[src/rtl/byte_packer_if.sv]
// Byte-in / word-out bundle for byte_packer. The master side drives the byte stream
// and the downstream ready; the slave side is the packer itself.
interface byte_packer_if #(
    parameter int LANES      = 4,
    parameter int FIFO_DEPTH = 4
);
    localparam int LVLW = $clog2(FIFO_DEPTH) + 1;

    logic                 i_valid;
    logic [7:0]           iv_data;
    logic                 i_flush;
    logic                 i_ready;
    logic                 i_clr_ovf;
    logic                 o_valid;
    logic [8*LANES-1:0]   ov_data;
    logic [LANES-1:0]     ov_keep;
    logic [LVLW-1:0]      ov_level;
    logic                 o_overflow;

    modport master (
        output i_valid, iv_data, i_flush, i_ready, i_clr_ovf,
        input  o_valid, ov_data, ov_keep, ov_level, o_overflow
    );

    modport slave (
        input  i_valid, iv_data, i_flush, i_ready, i_clr_ovf,
        output o_valid, ov_data, ov_keep, ov_level, o_overflow
    );
endinterface

[src/rtl/byte_packer.sv]
// Packs a qualified byte stream into LANES-byte words (first byte in lane 0) and
// queues completed words in a small FIFO behind a valid/ready output.

module byte_packer_lane #(
    parameter int LANE = 0,
    parameter int IDXW = 2
) (
    input  logic            clk,
    input  logic            rst,
    input  logic [IDXW-1:0] idx,
    input  logic            valid,
    input  logic [7:0]      din,
    input  logic            commit,
    output logic [7:0]      word_byte,
    output logic            keep
);
    localparam logic [IDXW-1:0] LANE_IDX = IDXW'(LANE);

    logic [7:0] held;
    logic       hit;
    logic       filled;

    assign hit    = valid && (idx == LANE_IDX);
    assign filled = idx > LANE_IDX;

    always_ff @(posedge clk) begin
        if (rst)
            held <= 8'h00;
        else if (commit)
            held <= 8'h00;
        else if (hit)
            held <= din;
    end

    // A byte arriving in the commit cycle bypasses the holding register.
    assign word_byte = hit ? din : (filled ? held : 8'h00);
    assign keep      = hit || filled;
endmodule

module byte_packer #(
    parameter int LANES      = 4,
    parameter int FIFO_DEPTH = 4
) (
    input  logic          i_clk,
    input  logic          i_rst,
    byte_packer_if.slave  bus
);
    localparam int IDXW = (LANES > 1) ? $clog2(LANES) : 1;
    localparam int PTRW = (FIFO_DEPTH > 1) ? $clog2(FIFO_DEPTH) : 1;
    localparam int LVLW = $clog2(FIFO_DEPTH) + 1;

    typedef struct packed {
        logic [LANES-1:0][7:0] data;
        logic [LANES-1:0]      keep;
    } entry_t;

    logic [IDXW-1:0]       idx;
    logic                  last_lane;
    logic                  commit;
    logic [LANES-1:0][7:0] word_data;
    logic [LANES-1:0]      word_keep;

    assign last_lane = idx == IDXW'(LANES - 1);
    assign commit    = (bus.i_valid && last_lane) ||
                       (bus.i_flush && ((idx != '0) || bus.i_valid));

    always_ff @(posedge i_clk) begin
        if (i_rst)
            idx <= '0;
        else if (commit)
            idx <= '0;
        else if (bus.i_valid)
            idx <= idx + 1'b1;
    end

    for (genvar k = 0; k < LANES; k++) begin : g_lane
        byte_packer_lane #(
            .LANE (k),
            .IDXW (IDXW)
        ) u_lane (
            .clk       (i_clk),
            .rst       (i_rst),
            .idx       (idx),
            .valid     (bus.i_valid),
            .din       (bus.iv_data),
            .commit    (commit),
            .word_byte (word_data[k]),
            .keep      (word_keep[k])
        );
    end

    entry_t          mem [FIFO_DEPTH];
    entry_t          head;
    logic [PTRW-1:0] rd_ptr;
    logic [PTRW-1:0] wr_ptr;
    logic [LVLW-1:0] level;
    logic            empty;
    logic            full;
    logic            pop;
    logic            push;
    logic            drop;
    logic            overflow;

    assign empty = level == '0;
    assign full  = level == LVLW'(FIFO_DEPTH);
    assign pop   = !empty && bus.i_ready;
    // A same-cycle pop frees the slot, so a full FIFO still accepts the word.
    assign push  = commit && (!full || pop);
    assign drop  = commit && full && !pop;

    always_ff @(posedge i_clk) begin
        if (push)
            mem[wr_ptr] <= '{data: word_data, keep: word_keep};
    end

    always_ff @(posedge i_clk) begin
        if (i_rst) begin
            rd_ptr   <= '0;
            wr_ptr   <= '0;
            level    <= '0;
            overflow <= 1'b0;
        end else begin
            if (push)
                wr_ptr <= wr_ptr + 1'b1;
            if (pop)
                rd_ptr <= rd_ptr + 1'b1;
            case ({push, pop})
                2'b10:   level <= level + 1'b1;
                2'b01:   level <= level - 1'b1;
                default: level <= level;
            endcase
            if (drop)
                overflow <= 1'b1;
            else if (bus.i_clr_ovf)
                overflow <= 1'b0;
        end
    end

    assign head           = mem[rd_ptr];
    assign bus.o_valid    = !empty;
    assign bus.ov_data    = empty ? '0 : head.data;
    assign bus.ov_keep    = empty ? '0 : head.keep;
    assign bus.ov_level   = level;
    assign bus.o_overflow = overflow;
endmodule

[src/flat_wrapper.sv]
// flat-port wrapper written by rule: the top's interface ports become plain ports
module byte_packer_flat 
#(
    parameter int LANES      = 4,
    parameter int FIFO_DEPTH = 4
)
  (i_clk, i_rst, bus_i_valid, bus_iv_data, bus_i_flush, bus_i_ready, bus_i_clr_ovf, bus_o_valid, bus_ov_data, bus_ov_keep, bus_ov_level, bus_o_overflow);
  byte_packer_if #(.LANES(LANES), .FIFO_DEPTH(FIFO_DEPTH)) bus_i ();
  input  logic i_clk;
  input  logic i_rst;
  input wire logic [$bits(bus_i.i_valid)-1:0] bus_i_valid;
  input wire logic [$bits(bus_i.iv_data)-1:0] bus_iv_data;
  input wire logic [$bits(bus_i.i_flush)-1:0] bus_i_flush;
  input wire logic [$bits(bus_i.i_ready)-1:0] bus_i_ready;
  input wire logic [$bits(bus_i.i_clr_ovf)-1:0] bus_i_clr_ovf;
  output wire logic [$bits(bus_i.o_valid)-1:0] bus_o_valid;
  output wire logic [$bits(bus_i.ov_data)-1:0] bus_ov_data;
  output wire logic [$bits(bus_i.ov_keep)-1:0] bus_ov_keep;
  output wire logic [$bits(bus_i.ov_level)-1:0] bus_ov_level;
  output wire logic [$bits(bus_i.o_overflow)-1:0] bus_o_overflow;
  assign bus_i.i_valid = bus_i_valid;
  assign bus_i.iv_data = bus_iv_data;
  assign bus_i.i_flush = bus_i_flush;
  assign bus_i.i_ready = bus_i_ready;
  assign bus_i.i_clr_ovf = bus_i_clr_ovf;
  assign bus_o_valid = bus_i.o_valid;
  assign bus_ov_data = bus_i.ov_data;
  assign bus_ov_keep = bus_i.ov_keep;
  assign bus_ov_level = bus_i.ov_level;
  assign bus_o_overflow = bus_i.o_overflow;
  byte_packer #(.LANES(LANES), .FIFO_DEPTH(FIFO_DEPTH)) u_core (.i_clk(i_clk), .i_rst(i_rst), .bus(bus_i));
endmodule
[config.mk]
export PLATFORM = sky130hd
export DESIGN_NAME = byte_packer_flat
export DESIGN_NICKNAME = d
export VERILOG_FILES = /design/src/rtl/byte_packer_if.sv /design/src/rtl/byte_packer.sv /design/src/flat_wrapper.sv
export SDC_FILE = /design/constraint.sdc
export NUM_CORES = 1
export LEC_CHECK = 0
export ABC_AREA = 0
export BUFFER_PORTS_ARGS = -buffer_cell sky130_fd_sc_hd__buf_4
export CORE_MARGIN = 1.5
export CORE_UTILIZATION = 45
export DETAILED_ROUTE_END_ITERATION = 7
export PLACE_DENSITY_LB_ADDON = 0.05
export SETUP_SLACK_MARGIN = 0.2
export SYNTH_ARGS = -nofsm -noshare
export SYNTH_HDL_FRONTEND = slang
export SYNTH_SLANG_ARGS = --single-unit
[constraint.sdc]
create_clock -name i_clk -period 3.7 [get_ports i_clk]
set_input_delay 0.74 -clock i_clk [delete_from_list [all_inputs] [get_ports i_clk]]
set_output_delay 0.74 -clock i_clk [all_outputs]
set_load 0.02 [all_outputs]
==> results.py <==
metrics = {
    "outcome": {
        "status": "finished clean",
    },
    "die": {
        "fp.dieW_um": 131.0,
        "dieArea_um2": 17150,
        "core_area_um2": 15940,
        "die_h_um": 131.0,
        "rows": 46,
        "start_util_pct": 46.22,
        "pin_count": 55,
    },
    "worst_setup_path": {
        "arrival_ns": 2.12,
        "crit_required_ns": 2.96,
        "endpoint_kind": "output pin",
        "start_kind": "register",
        "crit_type": "register to output pin",
        "cp_max_fo": 16,
    },
    "detailed_routing": {
        "vias_per_cell": 5.235,
        "vias": 4005,
        "ant_nets": 0,
        "dr.first_iter.drc_count": 231,
        "wirelength_mm": 14.52,
        "remaining_drc_errors": 0,
        "drt_pass1_iterations": 4,
        "wl_per_cell_um": 18.98,
    },
    "sta": {
        "setup_viol": 0,
        "fmax_ghz": 0.3492,
        "fin_crit_ns": 2.864,
        "fin_tns_setup_ns": 0,
        "drv_slew": 0,
        "finalClockSkew_ns": 0.007570,
        "hold_viol": 0,
        "tightest_slew_ns": 1.086,
        "rsz0062_at_grt": "false",
        "min_period_over_period_pct": 77.40,
        "fin_ws_ns": 0.8364,
        "slew_headroom_pct": 27.41,
    },
    "synthesis": {
        "syn_inst": 474,
        "yosysWarnings": 0,
        "synth_seq_area_share_pct": 68.47,
        "netlist-cell-type-count": 35,
        "synth_seq_cells": 180,
        "synthSimpleGateAreaFrac_pct": 10.90,
        "yosys.area_share.xor_xnor_pct": 0.5943,
        "synth-compound-area-share_pct": 3.243,
        "synth_mux_area_share_pct": 11.73,
        "synth.top_cell.area_share_pct": 58.69,
        "syn_area_um2": 7368,
        "synthAdderAreaFrac_pct": 1.970,
        "avgSynthCellArea_um2": 15.54,
        "syn_nets": 499,
        "synth_top_family_by_area": "multiplexers",
        "ys.flop_type": "edfxtp_1",
        "synth_largest_area_cell": "edfxtp_1",
        "synth_area_leaders": "edfxtp_1 59%, dfxtp_1 9.8%, mux4_2 9.2%, nand2_1 3.4%, nor2b_1 2.6%",
        "synth_edf_count": 144,
        "async_flop_share_pct": 0,
    },
    "global_route": {
        "track_usage_pct": 18.33,
        "grt_overflow_total": 0,
        "use_met3_pct": 4.235,
        "grt_antenna_before_repair": 0,
        "grtUsageMet1_pct": 24.43,
        "use_met2_pct": 29.01,
        "grt_max_degree": 37,
        "grt_pass1_wl_mm": 22.25,
        "busiest_layer": "met2",
        "grt_pass1_vias": 4037,
    },
    "power_and_ir_drop": {
        "switching_power_w": 0.001784,
        "combPwrFrac_pct": 30.1,
        "ir_drop_mv": 0.3415,
        "pwr_density_cell_nw_per_um2": 697.6,
        "swShare_pct": 29.75,
        "p_leak_nw": 3.071,
        "p_clk_share_pct": 30.1,
        "p_seq_share_pct": 39.9,
        "intPower_w": 0.004212,
    },
    "place": {
        "io_buffers": 54,
        "hpwlAfterDp_mm": 9.436,
        "placed_area_um2": 7995,
        "gp_congestion": 0.7580,
        "place_ws_ns": 0.8664,
    },
    "run": {
        "drv_cap": 0,
    },
    "layout": {
        "fin_area_um2": 8594,
        "antenna_cells": 0,
        "areaGrowthSynthToFinish_pct": 16.64,
        "layout.nets": 561,
        "drive_gt1_share_pct": 25.14,
    },
    "clock_network": {
        "cts_tree": "done",
        "cts.sinks": 180,
        "htree_levels": 4,
        "cts_hold_buf": 0,
        "cts_buffer_depth": 2,
        "numCtsBuffers": 17,
        "cts-resized-gates": 0,
        "clkLatencyLatePin_ns": 0.42,
        "clockRootBuffer": "clkbuf_16",
        "postCtsSetupRepairBufs": 0,
        "path_clk_slew_ns": 0.06,
    },
    "worst_hold_path": {
        "hp-class": "register to register",
    },
}
power by group through the flow:
stage / Sequential (W) / Combinational (W) / Clock [W]
4_1_cts: 0.00239 / 0.00184 / 0.00183
5_1_grt: 0.00240 / 0.00196 / 0.00191
3_5_place_dp: 0.00244 / 0.00184 / 0
3_3_place_gp: 0.00243 / 0.00184 / 0
2_1_floorplan: 0.00242 / 0.00127 / 0
6_report: 0.00239 / 0.00180 / 0.00180
path summary, 6_finish.rpt:
kind | startpoint | end | slack, ns | cells past startpoint
worst max-delay path | register | bus_ov_data[31] | 0.84 | 4
worst min-delay path | u_core.g_lane[1].u_lane.held[6] | u_core.g_lane[1].u_lane.held[6] | 0.46 | 2
worst max register to register | u_core.idx[1] | u_core.bus.ov_level[2] | 0.84 | 11
worst min register to register | u_core.g_lane[1].u_lane.held[6] | u_core.g_lane[1].u_lane.held[6] | 0.46 | 2
cells in the final DEF, fill, tap and decap left out, drive strengths merged, types with 13 or more instances in the layout:
| cell type | netlist | final |
|---|---|---|
| clkbuf | 10 | 18 |
| edfxtp | 144 | 144 |
| dfxtp | 36 | 36 |
| nor2b | 36 | 36 |
| nand3 | 15 | 15 |
| buf | 14 | 67 |
| nand2 | 67 | 67 |
| mux4 | 36 | 36 |
| inv | 18 | 19 |
| a21oi | 28 | 28 |
| o21ai | 13 | 13 |
cell usage after synthesis, types with 2 or more instances:
library cell	count
nand3_1	15
ha_1	10
mux2i_1	2
nand2b_1	5
o21ai_0	12
buf_12	3
clkbuf_1	9
xor2_1	4
buf_2	10
inv_1	18
dfxtp_1	36
nor2b_1	31
edfxtp_1	144
nand2_1	67
a21oi_1	27
nor2b_4	5
and3_1	8
and2_1	8
mux4_1	6
mux4_2	30
nor2_1	10
stage by stage:
step	cells	util (%)	total power [W]	hold WS, ns
CTS	765	53.91	0.006069	0.4567
global placement	733	50.15	0.004262	0.4415
floorplan	474	-	0.003685	0.4363
finish	765	53.91	0.005995	0.4565
detailed placement	733	50.15	0.004274	0.4476
global route	765	53.91	0.006273	0.4736
logic make-up after synthesis:
group / after synthesis
buffers and inverters: 42
multiplexers: 39
flip-flops: 180
XOR/XNOR: 5
AO/OA/AOI/OAI: 44
adder cells (fa/ha/maj): 11
AND/OR/NAND/NOR: 153
routing by layer:
layer / vias to the layer above / share of wire (%)
met5: - / 0
met4: 0 / 1.8
met3: 21 / 3.0
met2: 75 / 48
met1: 2040 / 47
li1: 1869 / -
critical path: stages (launching register included):
cell and delay, ns:
dfxtp_2 0.44, buf_4 0.36, mux4_1 0.59, nor2b_1 0.14, buf_4 0.16
sequential cells by signal, summed over array words and instances (netlist names), named ones only:
register and flops:
u_core.bus.o_overflow 1, u_core.wr_ptr 2, u_core.g_lane.u_lane.held 24, u_core.rd_ptr 2, u_core.bus.ov_level 3, u_core.idx 2, u_core.mem 144
final cells by class:
cell class,instances,area [um2]
Clock inverter,14,160.2
Inverter,18,67.56
Clock buffer,18,439.2
Multi-Input combinational cell,252,2096
Tap cell,216,270.3
Fill cell,1329,7348
Sequential cell,180,5046
Timing Repair Buffer,67,515.5
(Power assumes the default switching activity.)
